--- config.mk ---
export PLATFORM = sky130hd
export DESIGN_NAME = uart_tx_fsm
export DESIGN_NICKNAME = d
export VERILOG_FILES = /design/src/rtl/uart_pkg.sv /design/src/rtl/uart_tx_baud_cnt.sv /design/src/rtl/uart_tx_fsm.sv
export SDC_FILE = /design/constraint.sdc
export NUM_CORES = 1
export LEC_CHECK = 0
export BUFFER_PORTS_ARGS = -buffer_cell sky130_fd_sc_hd__buf_2
export CAP_MARGIN = 0
export CORE_MARGIN = 1
export CORE_UTILIZATION = 35
export CTS_CLUSTER_DIAMETER = 100
export DETAILED_ROUTE_END_ITERATION = 7
export SYNTH_ARGS = -nofsm -noshare
export SYNTH_HDL_FRONTEND = slang
export SYNTH_SLANG_ARGS = --single-unit
--- constraint.sdc ---
create_clock -name CLK -period 1.7 [get_ports CLK]
set_input_delay 0 -clock CLK [delete_from_list [all_inputs] [get_ports CLK]]
set_output_delay 0 -clock CLK [all_outputs]
set_load 0.02 [all_outputs]
--- src/rtl/uart_pkg.sv ---
// Definitions shared by the UART transmitter and receiver FSMs: state codes,
// parity selectors, default frame geometry and the parity helper.
package uart_pkg;

  typedef enum logic [2:0] {
    ST_IDLE   = 3'b000,
    ST_START  = 3'b001,
    ST_DATA   = 3'b011,
    ST_PARITY = 3'b010,
    ST_STOP   = 3'b110
  } uart_state_e;

  localparam logic PAR_EVEN = 1'b0;
  localparam logic PAR_ODD  = 1'b1;

  localparam int unsigned DEF_DATA_WIDTH = 8;
  localparam int unsigned DEF_PRESCALE   = 8;

  // Zero-extension of narrower words leaves the XOR reduction unchanged.
  function automatic logic calc_parity(input logic [15:0] data, input logic typ);
    return (typ == PAR_ODD) ? ~^data : ^data;
  endfunction

endpackage

--- src/rtl/uart_tx_baud_cnt.sv ---
// Bit-period timing for the UART transmitter: prescale counter marking the end
// of each bit period, and a bit counter indexing the current data bit.
module uart_tx_baud_cnt
  import uart_pkg::*;
#(
  parameter int unsigned PRESCALE = DEF_PRESCALE
) (
  input  logic       CLK,
  input  logic       RST,
  input  logic       clear_i,
  input  logic       enable_i,
  output logic       bit_done_o,
  output logic [3:0] bit_idx_o
);

  localparam int unsigned CW = (PRESCALE > 1) ? $clog2(PRESCALE) : 1;
  localparam logic [CW-1:0] LAST = CW'(PRESCALE - 1);

  logic [CW-1:0] cnt_q;
  logic [3:0]    bit_q;

  assign bit_done_o = enable_i && (cnt_q == LAST);
  assign bit_idx_o  = bit_q;

  always_ff @(posedge CLK or negedge RST) begin
    if (!RST) begin
      cnt_q <= '0;
      bit_q <= '0;
    end else if (clear_i) begin
      cnt_q <= '0;
      bit_q <= '0;
    end else if (enable_i) begin
      if (cnt_q == LAST) begin
        cnt_q <= '0;
        bit_q <= bit_q + 4'd1;
      end else begin
        cnt_q <= cnt_q + 1'b1;
      end
    end
  end

endmodule

--- src/rtl/uart_tx_fsm.sv ---
// UART transmitter: accepts a word on DATA_VALID while idle and serialises
// start, LSB-first data, optional parity and stop bits, PRESCALE clocks each.
module uart_tx_fsm
  import uart_pkg::*;
#(
  parameter int unsigned DATA_WIDTH = DEF_DATA_WIDTH,
  parameter int unsigned PRESCALE   = DEF_PRESCALE
) (
  input  logic                  CLK,
  input  logic                  RST,
  input  logic [DATA_WIDTH-1:0] P_DATA,
  input  logic                  DATA_VALID,
  input  logic                  PAR_EN,
  input  logic                  PAR_TYP,
  output logic                  TX_OUT,
  output logic                  BUSY
);

  localparam logic [3:0] LAST_BIT = 4'(DATA_WIDTH - 1);

  uart_state_e           state_q;
  logic [DATA_WIDTH-1:0] shift_q;
  logic [DATA_WIDTH-1:0] shift_nx;
  logic                  par_en_q;
  logic                  par_bit_q;
  logic                  tx_q;
  logic                  busy_q;

  logic       bit_done;
  logic [3:0] bit_idx;
  logic       cnt_en;
  logic       cnt_clear;

  // The bit counter is restarted on entry to DATA so bit_idx names the data bit.
  assign cnt_en    = (state_q != ST_IDLE);
  assign cnt_clear = !cnt_en || ((state_q == ST_START) && bit_done);
  assign shift_nx  = shift_q >> 1;

  uart_tx_baud_cnt #(
    .PRESCALE(PRESCALE)
  ) u_baud (
    .CLK       (CLK),
    .RST       (RST),
    .clear_i   (cnt_clear),
    .enable_i  (cnt_en),
    .bit_done_o(bit_done),
    .bit_idx_o (bit_idx)
  );

  always_ff @(posedge CLK or negedge RST) begin
    if (!RST) begin
      state_q   <= ST_IDLE;
      shift_q   <= '0;
      par_en_q  <= 1'b0;
      par_bit_q <= 1'b0;
      tx_q      <= 1'b1;
      busy_q    <= 1'b0;
    end else begin
      case (state_q)
        ST_IDLE: begin
          tx_q   <= 1'b1;
          busy_q <= 1'b0;
          if (DATA_VALID) begin
            state_q   <= ST_START;
            shift_q   <= P_DATA;
            par_en_q  <= PAR_EN;
            par_bit_q <= calc_parity(16'(P_DATA), PAR_TYP);
            tx_q      <= 1'b0;
            busy_q    <= 1'b1;
          end
        end
        ST_START: begin
          if (bit_done) begin
            state_q <= ST_DATA;
            tx_q    <= shift_q[0];
          end
        end
        ST_DATA: begin
          if (bit_done) begin
            shift_q <= shift_nx;
            if (bit_idx == LAST_BIT) begin
              if (par_en_q) begin
                state_q <= ST_PARITY;
                tx_q    <= par_bit_q;
              end else begin
                state_q <= ST_STOP;
                tx_q    <= 1'b1;
              end
            end else begin
              tx_q <= shift_nx[0];
            end
          end
        end
        ST_PARITY: begin
          if (bit_done) begin
            state_q <= ST_STOP;
            tx_q    <= 1'b1;
          end
        end
        ST_STOP: begin
          if (bit_done) begin
            state_q <= ST_IDLE;
            tx_q    <= 1'b1;
            busy_q  <= 1'b0;
          end
        end
        default: begin
          state_q <= ST_IDLE;
          tx_q    <= 1'b1;
          busy_q  <= 1'b0;
        end
      endcase
    end
  end

  assign TX_OUT = tx_q;
  assign BUSY   = busy_q;

endmodule
---- Word level (Yosys, flattened, before mapping) ----
Index checks and enable logic that the tools add are counted.
word-level totals
  flip-flop bits (word level) ............. 22
  bits of input ports ..................... 13
  logic and storage cells ................. 71
operators by class
  $add $sub $neg .......................... 2
  eq/ne operators ......................... 13
  multiplexer cells ....................... 28
  bitwise gates (word level) .............. 1
  reduce and logical (&&, ||, !) cells .... 19
operators with widths
  kind                                                                   count
  3-bit two-way mux                                                      10
  8-bit two-way mux                                                      2
  8-bit case mux with 2 select lines                                     1
  16-bit XNOR reduction                                                  1
  16-bit parity                                                          1
  3-bit case mux with 5 select lines                                     1
  4-bit two-way mux                                                      3
  2-bit inequality test, second input constant                           6
  1-bit two-way mux                                                      9
  3-bit by 2-bit equality test with 1-bit output, second input constant  2
  3-bit equality test, second input constant                             2
  2-bit AND reduction                                                    3
  3-bit AND reduction                                                    2
  6-bit AND reduction                                                    1
  2-bit nonzero test                                                     3
  4-bit by 1-bit adder with 4-bit output, second input constant          1
  4-bit by 3-bit equality test with 1-bit output, second input constant  1
  1-bit case mux with 4 select lines                                     1
  3-bit by 1-bit adder with 3-bit output, second input constant          1
  3-bit by 1-bit equality test with 1-bit output, second input constant  1
  3-bit logical NOT                                                      1
  1-bit case mux with 3 select lines                                     1
  3-bit nonzero test                                                     1
  3-bit OR reduction                                                     1
  other kinds (6)                                                        7

---- Depth between registers and ports, before layout ----
  depth in word-level cells ............... 6
  depth in mapped cells ................... 7

---- Cells and area by module ----
From an unflattened synthesis, not the netlist that was laid out.
unflattened totals
  cells, all modules ...................... 119
  area, all modules ....................... 1232.4 um^2
by module, submodules not included
  module            times used  cells each  area each (um^2)  sequential area each (um^2)
  uart_tx_fsm       1           87          883.3             376.6
  uart_tx_baud_cnt  1           32          349.1             175.2

---- Worst setup path before layout ----
No wires, ideal clock.
  path type ............................... register to register
  start ................................... register u_baud.cnt_q[0]
  end ..................................... register state_q[0]
  library setup time ...................... 0.130 ns
  data arrival time ....................... 1.337 ns
  required time ........................... 1.570 ns
  slack ................................... 0.234 ns
  stages on the path, launching flop included .. 7
  buffers on the path ..................... 1
  cells stage by stage .................... dfrtp_1 ha_1 ha_1 clkbuf_1 inv_1 o31ai_1 a21oi_1
on the way
  longest elaborated chain between the ends .. 4
RTL lines
  element                            line                    source
  start, declared                    uart_tx_baud_cnt.sv:19  logic [CW-1:0] cnt_q;
  start signal, assigned             uart_tx_baud_cnt.sv:37  cnt_q <= cnt_q + 1'b1;
  3-bit equality test (*)            uart_tx_baud_cnt.sv:22  assign bit_done_o = enable_i && (cnt_q == LAST);
  1-bit logical AND (*)              uart_tx_baud_cnt.sv:22
  2-bit inequality test (no line)    n/a
  6-bit AND reduction (no line) (*)  n/a
  end signal, assigned               uart_tx_fsm.sv:52       state_q <= ST_IDLE;
  end signal, assigned               uart_tx_fsm.sv:64       state_q <= ST_START;
  end signal, assigned               uart_tx_fsm.sv:74       state_q <= ST_DATA;
  end, declared                      uart_tx_fsm.sv:21       uart_state_e state_q;
Every way passes the cells marked *; elsewhere a longest branch is shown, timed or not.
A chain may end at the register's enable or synchronous reset.

---- Final worst setup path ----
  start ................................... register u_baud.bit_q[0], in the netlist u_baud.bit_idx_o[0]
  end ..................................... register tx_q, in the netlist TX_OUT
on the way
  longest elaborated chain between the ends .. 4
RTL lines
  element                                         line                    source
  start, declared                                 uart_tx_baud_cnt.sv:20  logic [3:0] bit_q;
  start signal, assigned                          uart_tx_baud_cnt.sv:35  bit_q <= bit_q + 4'd1;
  4-bit by 3-bit equality test with 1-bit output  uart_tx_fsm.sv:81       if (bit_idx == LAST_BIT) begin
  1-bit two-way mux                               uart_tx_fsm.sv:81
  1-bit two-way mux                               uart_tx_fsm.sv:79       if (bit_done) begin
  1-bit case mux with 4 select lines              uart_tx_fsm.sv:59       case (state_q)
  end signal, assigned                            uart_tx_fsm.sv:75       tx_q <= shift_q[0];
  end signal, assigned                            uart_tx_fsm.sv:84       tx_q <= par_bit_q;
  end signal, assigned                            uart_tx_fsm.sv:90       tx_q <= shift_nx[0];
  end, declared                                   uart_tx_fsm.sv:26       logic tx_q;
No other way between the ends. The select of a mux whose other input is x is not followed.

==> metrics.md <==
| Metric | Value |
|---|---|
| Outcome | finished clean |
| Part of the power in the clock network | 0.285 |
| Crit end category | flip-flop |
| Sw Ratio | 0.227 |
| Post-route cell area | 0.00143 mm^2 |
| P_int | 0.000675 W |
| Final Max Tran Viols | 0 |
| Compound-cell area share of the yosys netlist | 0.154 |
| GRT Overall Usage | 0.153 |
| Sink Count | 22 |
| CTS tree | yes |
| Startpoint types | flip-flop |
| Final setup fails | 0 |
| Post-Syn Area per Cell | 10.7 um^2 |
| Post-synth top flop | dfrtp_1 |
| Mux contribution to synthesized area | 0.0954 |
| Final Hold Fails | 0 |
| I/O Pins | 15 |
| XOR/XNOR Fraction of Synth Area | 0.0702 |
| Final core utilization | 0.453 |
| Final #Nets | 154 |
| Syn-to-layout area delta | 19.7% |
| Fill cell count | 329 |
| Pin count of the biggest net entering global routing | 23 |
| Maxcap violations | 0 |
| Final hold slack | 0.00436 ns |
| PortBufs | 14 |
| Most frequent cell after synthesis | dfrtp_1 |
| Drc violations | 0 |
| PwrDens | 611 mW/mm^2 |
| Synth area leader | dfrtp_1 |
| Largest cells by area after synthesis | dfrtp_1, mux2i_1, xnor2_1 |
| Final WL | 2.29 mm |
| Top cells by count, synth | dfrtp_1, nor2_1, mux2i_1, nand2_1 |
| Dpl cell area | 0.00133 mm^2 |
| CTS max path bufs | 2 |
| WL per Instance | 12.6 um |
| Slew headroom | 0.671 |
| Yosys cell types | 35 |
| YS warnings | 0 |
| Type of the worst setup path | reg -> reg |
| Sequential power share | 0.615 |
| Sw Pwr | 0.000198 W |
| Largest fanout on the critical path | 4 |
| Pre-antenna DRT Iters | 3 |
| Maximum vdd drop | 0.257 mV |
| Fraction of layout instances using a drive strength above 1 | 0.270 |
| Async SR Flop Fraction | 1.00 |
| Unrepaired setup endpoints after global routing | false |
| Placer Congestion | 0.832 |
| Total power | 0.000874 W |
| TritonCTS Buffers | 3 |
| Die height | 60.4 um |
| First-pass GRT wire length | 4.08 mm |
| Comb power frac | 0.100 |
| DIE AREA | 0.00365 mm^2 |
| Mapped Cells | 112 |
| Antenna Cells | 0 |
| Static leakage | 0.614 nW |
| Worst-Margin Slew | 0.494 ns |
| Vias in the first global route | 924 |
| Clock skew | 0.00741 ns |
| Grt ovf | 0 |
| Number of DRC markers in iteration 0 | 17 |
| Sequential share of the synthesized area | 0.462 |
| Syn Std Cell Area | 0.00119 mm^2 |
| Yosys reg bits | 22 |
| DR vias/cell | 4.96 |
| Clock Root Buffer | clkbuf_4 |
| Chip width | 60.4 um |
| Initial antenna violation count | 0 |
| Post-synth top area share | 0.440 |
| Final period util | 0.919 |
| Core ar. | 0.00315 mm^2 |
| Net count after synthesis | 128 |
| Starting density of the core | 0.379 |
| Final HPWL DP | 1.71 mm |
| Routed Antenna Nets | 0 |
| Max H-tree Level | 1 |
| Number of synthesized flops with an enable pin | 0 |
| F_max | 640 MHz |
| Setup TNS | 0 ns |
| FF-to-FF setup slack | 0.14 ns |
| # rows | 20 |
| Reg clk slew, reported paths | 0.12 ns |
| Arrival @ worst endpoint | 1.80 ns |
| Fin crit period | 1.56 ns |
| WP data required | 1.93 ns |
| Simple-gate share of the synthesized area | 0.145 |
| Clk Latency, worst-skew pair | 0.31 ns |
| Largest family of logic cells by synthesized area | compound AO/OA/AOI/OAI gates |
| Worst min path class | in -> reg |
| Post-synthesis adder-cell area fraction | 0.0314 |
| Detailed-route via count | 897 |
[per-layer routing]
| layer | track usage | vias to the layer above | wire (um) |
|---|---|---|---|
| met5 | 0 | - | 0 |
| met2 | 0.250 | 10 | 1090 |
| li1 | - | 448 | - |
| met3 | 0.0256 | 4 | 54 |
| met1 | 0.199 | 435 | 1110 |
| met4 | 0.0698 | 0 | 39 |
[power groups by stage]
stage	Combinational, W	Sequential (W)	Clock, W
floorplan	0.0000469	0.000545	0
global placement	0.0000796	0.000546	0
detailed placement	0.0000821	0.000547	0
CTS	0.0000893	0.000537	0.000261
global route	0.0000968	0.000538	0.000275
finish	0.0000873	0.000537	0.000249
[flip-flops by register name, indices dropped and copies added, names as in the netlist]
name and flops:
par_bit_q 1, state_q 3, u_baud.cnt_q 3, shift_q 8, TX_OUT 1, par_en_q 1
BUSY 1, u_baud.bit_idx_o 4
[final timing paths]
check	start	end	cells after the start
max	u_baud.bit_idx_o[0]	TX_OUT	5
min	P_DATA[1]	shift_q[1]	3
max reg2reg	u_baud.bit_idx_o[0]	TX_OUT	5
min reg2reg	u_baud.cnt_q[0]	u_baud.cnt_q[0]	1
max in group asynchronous	RST	TX_OUT	2
min in group asynchronous	RST	state_q[0]	2
[logic make-up after synthesis]
family / count (synthesis)
buffers and inverters: 9
and+or+nand+nor: 32
adders and majority gates: 3
AOI/OAI and AO/OA: 27
DFF: 22
muxes: 11
xor gates and xnor gates: 8
[through the flow]
| stage | std cells | setup slack [ns] |
|---|---|---|
| final | 181 | 0.138 |
| after floorplan | 112 | 0.234 |
| after CTS | 179 | 0.0523 |
| after global placement | 171 | 0.103 |
| after detailed placement | 171 | 0.0663 |
| after global routing | 181 | 0.0382 |
[worst max-delay path, stage by stage, from the launching register on]
cell and delay [ns]:
dfrtp_1 0.43, ha_1 0.24, nand3b_1 0.16, mux2_2 0.36, a221oi_2 0.21, nor3_1 0.08
[layout make-up]
class	instances	area [um^2]	area share
Multi-Input combinational cell	81	598	0.419
Timing Repair Buffer	26	183	0.128
Tap cell	44	55.1	0.0385
Sequential cell	22	552	0.386
Inverter	4	15.0	0.0105
Clock buffer	4	26.3	0.0184
[layout by cell type (no fill, tap or decap), types with 5 or more instances in the layout]
| cell | instances |
|---|---|
| o21ai_0 | 7 |
| a21oi_1 | 7 |
| xnor2_1 | 5 |
| dfrtp_1 | 21 |
| nor2_1 | 11 |
| nand2_1 | 8 |
| mux2i_1 | 8 |
| buf_4 | 7 |
| buf_2 | 14 |
[timing repair]
action                                  in CTS  in global routing
gates resized for setup                      0                  1
buffers inserted                             0                  2
hold buffers                                 4                  0
endpoints found under the setup margin       0                  8
endpoints found under the hold margin       25                  0
No activity file was read; power rests on OpenSTA's default activity.
